[config.mk]
export PLATFORM = sky130hd
export DESIGN_NAME = mem_port_arbiter
export DESIGN_NICKNAME = d
export VERILOG_FILES = /design/src/rtl/mem_arb_pkg.sv /design/src/rtl/arb_grant_logic.sv /design/src/rtl/mem_port_arbiter.sv
export SDC_FILE = /design/constraint.sdc
export NUM_CORES = 1
export LEC_CHECK = 0
export ABC_AREA = 1
export BUFFER_PORTS_ARGS = -buffer_cell sky130_fd_sc_hd__buf_2
export CORE_AREA = 3 3 86 88
export DETAILED_ROUTE_END_ITERATION = 16
export DIE_AREA = 0 0 89 91
export MAX_ROUTING_LAYER = met4
export PLACE_DENSITY = 0.68
export SLEW_MARGIN = 25
export SYNTH_ARGS = -nofsm -noshare
export SYNTH_HDL_FRONTEND = slang
export SYNTH_SLANG_ARGS = --single-unit
[constraint.sdc]
create_clock -name clk -period 1.1 [get_ports clk]
set_input_delay 0.22 -clock clk [delete_from_list [all_inputs] [get_ports clk]]
set_output_delay 0.22 -clock clk [all_outputs]
set_load 0.01 [all_outputs]
[src/rtl/mem_arb_pkg.sv]
// Shared types and constants for the unified instruction/data memory port arbiter.
package mem_arb_pkg;

  localparam int unsigned ADDR_W_DEF     = 16;
  localparam int unsigned DATA_W_DEF     = 32;
  localparam int unsigned STARVE_CNT_W   = 4;
  localparam int unsigned STARVE_MAX_DEF = 4;
  localparam int unsigned BE_W           = 4;

  // Which requester owns the read data returning from the SRAM this cycle.
  typedef enum logic [1:0] {
    OWN_NONE = 2'd0,
    OWN_IF   = 2'd1,
    OWN_DM   = 2'd2
  } owner_e;

  // True when the data side has used up its allowed streak of grants.
  function automatic logic streak_full(input logic [STARVE_CNT_W-1:0] streak,
                                       input int unsigned           limit);
    return streak == STARVE_CNT_W'(limit);
  endfunction

endpackage

[src/rtl/arb_grant_logic.sv]
// Combinational grant decision: data wins unless fetch has waited through a full streak.
module arb_grant_logic
  import mem_arb_pkg::*;
#(
  parameter int unsigned STARVE_MAX = STARVE_MAX_DEF
) (
  input  logic                    if_req,
  input  logic                    dm_req,
  input  logic [STARVE_CNT_W-1:0] streak,
  output logic                    if_gnt,
  output logic                    dm_gnt
);

  logic starved_c;

  always_comb begin
    starved_c = if_req && streak_full(streak, STARVE_MAX);
    dm_gnt    = dm_req && !starved_c;
    if_gnt    = if_req && !dm_gnt;
  end

endmodule

[src/rtl/mem_port_arbiter.sv]
// Single-port SRAM arbiter between instruction fetch and the MEM stage.
// Build option: ARB_STARVE_GUARD_EN enables the fetch-starvation streak counter.
module mem_port_arbiter
  import mem_arb_pkg::*;
#(
  parameter int unsigned ADDR_W     = ADDR_W_DEF,
  parameter int unsigned DATA_W     = DATA_W_DEF,
  parameter int unsigned STARVE_MAX = STARVE_MAX_DEF
) (
  input  logic              clk,
  input  logic              rst,
  input  logic              if_req,
  input  logic [ADDR_W-1:0] if_addr,
  output logic              if_gnt,
  output logic              if_rvalid,
  output logic [DATA_W-1:0] if_rdata,
  input  logic              dm_req,
  input  logic [BE_W-1:0]   dm_we,
  input  logic [ADDR_W-1:0] dm_addr,
  input  logic [DATA_W-1:0] dm_wdata,
  output logic              dm_gnt,
  output logic              dm_rvalid,
  output logic [DATA_W-1:0] dm_rdata,
  output logic              if_stall,
  output logic              dm_stall,
  output logic [BE_W-1:0]   mem_w_en,
  output logic [ADDR_W-1:0] mem_addr,
  output logic [DATA_W-1:0] mem_wdata,
  input  logic [DATA_W-1:0] mem_rdata
);

  owner_e                  state_q, state_d;
  logic [STARVE_CNT_W-1:0] streak;

  arb_grant_logic #(
    .STARVE_MAX (STARVE_MAX)
  ) u_grant (
    .if_req (if_req),
    .dm_req (dm_req),
    .streak (streak),
    .if_gnt (if_gnt),
    .dm_gnt (dm_gnt)
  );

`ifdef ARB_STARVE_GUARD_EN
  logic [STARVE_CNT_W-1:0] streak_q, streak_d;

  // Count data grants taken while fetch waits; any fetch grant or idle fetch resets it.
  always_comb begin
    streak_d = streak_q;
    if (!if_req || if_gnt) begin
      streak_d = '0;
    end else if (dm_gnt && (streak_q < STARVE_CNT_W'(STARVE_MAX))) begin
      streak_d = streak_q + STARVE_CNT_W'(1);
    end
  end

  always_ff @(posedge clk or negedge rst) begin
    if (!rst) begin
      streak_q <= '0;
    end else begin
      streak_q <= streak_d;
    end
  end

  assign streak = streak_q;
`else
  // Without the guard the streak never matches a legal limit, so data always wins.
  assign streak = '0;
`endif

  always_ff @(posedge clk or negedge rst) begin
    if (!rst) begin
      state_q <= OWN_NONE;
    end else begin
      state_q <= state_d;
    end
  end

  // Next owner, SRAM command, and return-data routing.
  always_comb begin
    state_d   = OWN_NONE;
    mem_w_en  = '0;
    mem_addr  = '0;
    mem_wdata = '0;
    if (if_gnt) begin
      state_d  = OWN_IF;
      mem_addr = if_addr;
    end else if (dm_gnt) begin
      mem_addr = dm_addr;
      if (dm_we == '0) begin
        state_d = OWN_DM;
      end else begin
        mem_w_en  = dm_we;
        mem_wdata = dm_wdata;
      end
    end

    if_rvalid = (state_q == OWN_IF);
    dm_rvalid = (state_q == OWN_DM);
    if_rdata  = if_rvalid ? mem_rdata : '0;
    dm_rdata  = dm_rvalid ? mem_rdata : '0;

    if_stall  = if_req && !if_gnt;
    dm_stall  = dm_req && !dm_gnt;
  end

endmodule

==> impl_metrics.py <==
metrics = {
    "critical_path": {
        "critical_path_buf_inv_count": 3,
        "cpMaxStageDelayCell": "dfrtp_1",
        "cp_cell_sequence": "nor2_4 -> inv_6 -> buf_12 -> nor2_4 -> buf_6",
        "critPathKind": "flop to output port",
        "cp.depth": 5,
        "path_delay_family": "flip-flops",
        "start_kind": "flop",
        "crit_required_ns": 0.88,
        "crit_fanout": 6,
        "crit_path_end_kind": "output port",
        "crit_arrival_ns": 1.18,
        "cp_slowest_stage_delay_ns": 0.39,
        "cp_common_cell": "nor2_4",
    },
    "synth": {
        "synth_area_sq_um": 1200,
        "synth_fp_nets": 358,
        "synthAdderAreaFrac_pct": 0,
        "synth.area.mux_share_pct": 0,
        "avgSynthCellArea_sq_um": 4.74,
        "synth_seq_cells": 2,
        "synth_cell_types": 16,
        "yosysSeqAreaShare_pct": 4.16,
        "synth_xor_area_share_pct": 0,
        "yosysTopAreaCell": "nor2_1",
        "ys.warnings.count": 0,
        "yosys-top-cells-area": "nor2_1 (20%), inv_1 (17%), nand2_1 (17%), a21oi_1 (13%), buf_6 (7.5%)",
        "synth_compound_area_share_pct": 22.8,
        "synthCells": 254,
        "synth_top_family_by_area": "simple AND/OR/NAND/NOR gates",
        "synth-simple-area-share_pct": 41.0,
        "synth_top_area_share_pct": 20.0,
    },
    "timing": {
        "min_period_ns": 1.40,
        "final-setup-viol-count": 98,
        "final-hold-violation-count": 0,
        "tns_ns": -18.53,
        "worst_slack_ns": -0.298,
        "fmax_mhz": 715,
        "fin_crit_sh_pct": 127,
        "slew_violations": 0,
        "grt_setup_unrepaired": "yes",
    },
    "clock_network": {
        "htreeDepth": 1,
        "cts_tree": "done",
        "clock_sinks": 2,
        "clk_path_buf_depth": 2,
        "path_clk_slew_ns": 0.03,
        "cts_buffers": 3,
        "cts_root_buf": "clkbuf_8",
    },
    "routing": {
        "drc": 0,
        "num_vias": 2447,
        "dr.pass1.iters": 4,
        "ant_nets": 0,
        "drt_iter0_markers": 42,
        "vias_per_cell": 4.26,
        "wl_per_cell_microns": 12.4,
        "routed_wl_microns": 7140,
    },
    "placed_design": {
        "place_congestion": 0.762,
        "place_inst": 549,
        "post_dp_cell_area_sq_um": 2500,
        "place.port_buffers": 224,
        "dp_hpwl_microns": 4950,
    },
    "grt": {
        "antenna_found_initial": 1,
        "grt_max_degree": 34,
        "grt_pass1_wl_microns": 8900,
        "grt_use_total_pct": 14.0,
        "grt_pass1_vias": 2009,
        "gr-total-overflow": 0,
    },
    "final_layout": {
        "syn2layout_area_growth_pct": 168,
        "layout_commonest_cell": "buf_2",
        "multiInputGateArea_sq_um": 1050,
        "layout-drive-gt1-share_pct": 70.0,
        "layout_common_cells": "buf_2 (212), inv_1 (55), nand2_1 (55), nor2_1 (31), nor2_2 (31)",
        "nNetsFinal": 599,
        "regMostFlops": "state_q",
        "largest_reg_flops": 2,
        "instances_no_fill": 574,
        "fillers": 649,
        "top_regs": "state_q: 2 flops",
        "finalInstanceArea_sq_um": 3230,
        "regArea_sq_um": 50.0,
    },
    "power": {
        "powerDensity_nw_per_um2": 470,
        "power_mw": 1.52,
        "worst_ir_drop_vdd_mv": 0.241,
        "power_leakage_nw": 2.07,
    },
    "floorplanning": {
        "core_sq_um": 6720,
        "num_rows": 30,
        "ios": 226,
        "initial_core_util_pct": 17.9,
        "dieArea_sq_um": 8100,
        "die_x_microns": 89,
        "die_h_microns": 91,
    },
    "min_path": {
        "hold_class": "input pin to async pin",
    },
    "run_status": {
        "outcome": "finished, violations left",
        "violations": "negative setup slack",
    },
    "run": {
        "cap_violations": 0,
    },
}
-- through the flow --
stage,utilization [%],hold slack (ns),setup slack (ns)
finish,48.0,0.350,-0.298
global route,48.0,0.371,-0.373
CTS,43.9,0.364,-0.313
detailed placement,37.3,0.00837,-0.0991
global placement,37.3,0.00598,-0.0782
floorplan,-,-0.0756,-0.0151
-- cell type report --
| type | instances | area share, % |
|---|---|---|
| Clock buffer | 3 | 1.28 |
| Inverter | 58 | 7.05 |
| Sequential cell | 2 | 1.55 |
| Antenna cell | 1 | 0.0775 |
| Multi-Input combinational cell | 174 | 32.6 |
| Tap cell | 80 | 3.10 |
| Timing Repair Buffer | 256 | 54.4 |
-- power by group --
part           internal, mW  total (mW)  switching [mW]
combinational         0.577        1.15           0.575
sequential           0.0767      0.0781         0.00140
clock                 0.231       0.288          0.0569
total                 0.885        1.52           0.634
-- worst max-delay path by stage --
stage | from | end | slack, ns
finish | state_q[1]$_DFF_PN0_ | if_rdata[17] | -0.30
floorplan | state_q[0]$_DFF_PN0_ | dm_rdata[22] | -0.02
global route | state_q[1]$_DFF_PN0_ | if_rdata[2] | -0.37
CTS | state_q[1]$_DFF_PN0_ | if_rdata[22] | -0.31
detailed placement | state_q[1]$_DFF_PN0_ | if_rdata[16] | -0.1
global placement | state_q[1]$_DFF_PN0_ | if_rdata[16] | -0.08
-- cell usage after synthesis --
cell type / instances
a21oi_1: 32
buf_2: 10
buf_4: 3
buf_6: 8
conb_1: 1
dfrtp_1: 2
inv_1: 56
inv_2: 1
inv_4: 1
nand2_1: 55
nand2_4: 1
nor2_1: 64
nor2_2: 2
nor2_4: 2
o21ai_0: 7
o21ai_2: 9
-- cells by family after synthesis --
logic type | count (synthesis)
and+or+nand+nor | 124
buffers and inverters | 79
AOI/OAI and AO/OA | 48
DFF | 2
other | 1
-- timing repair --
action	CTS	global route
resized for setup	52	36
pin swaps	4	7
setup endpoints to repair	113	111
hold buffers	1	0
hold endpoints to repair	2	0
setup buffers	6	4
gates cloned	6	6
-- layer usage --
layer / global-route usage (%) / vias to the layer above / wire length (microns)
met5: - / - / 0
met4: 4.34 / 0 / 95
met3: 3.18 / 10 / 819
met2: 26.6 / 167 / 3730
met1: 13.6 / 1051 / 2500
li1: - / 1219 / -
No activity file was read; power rests on OpenSTA's default activity.
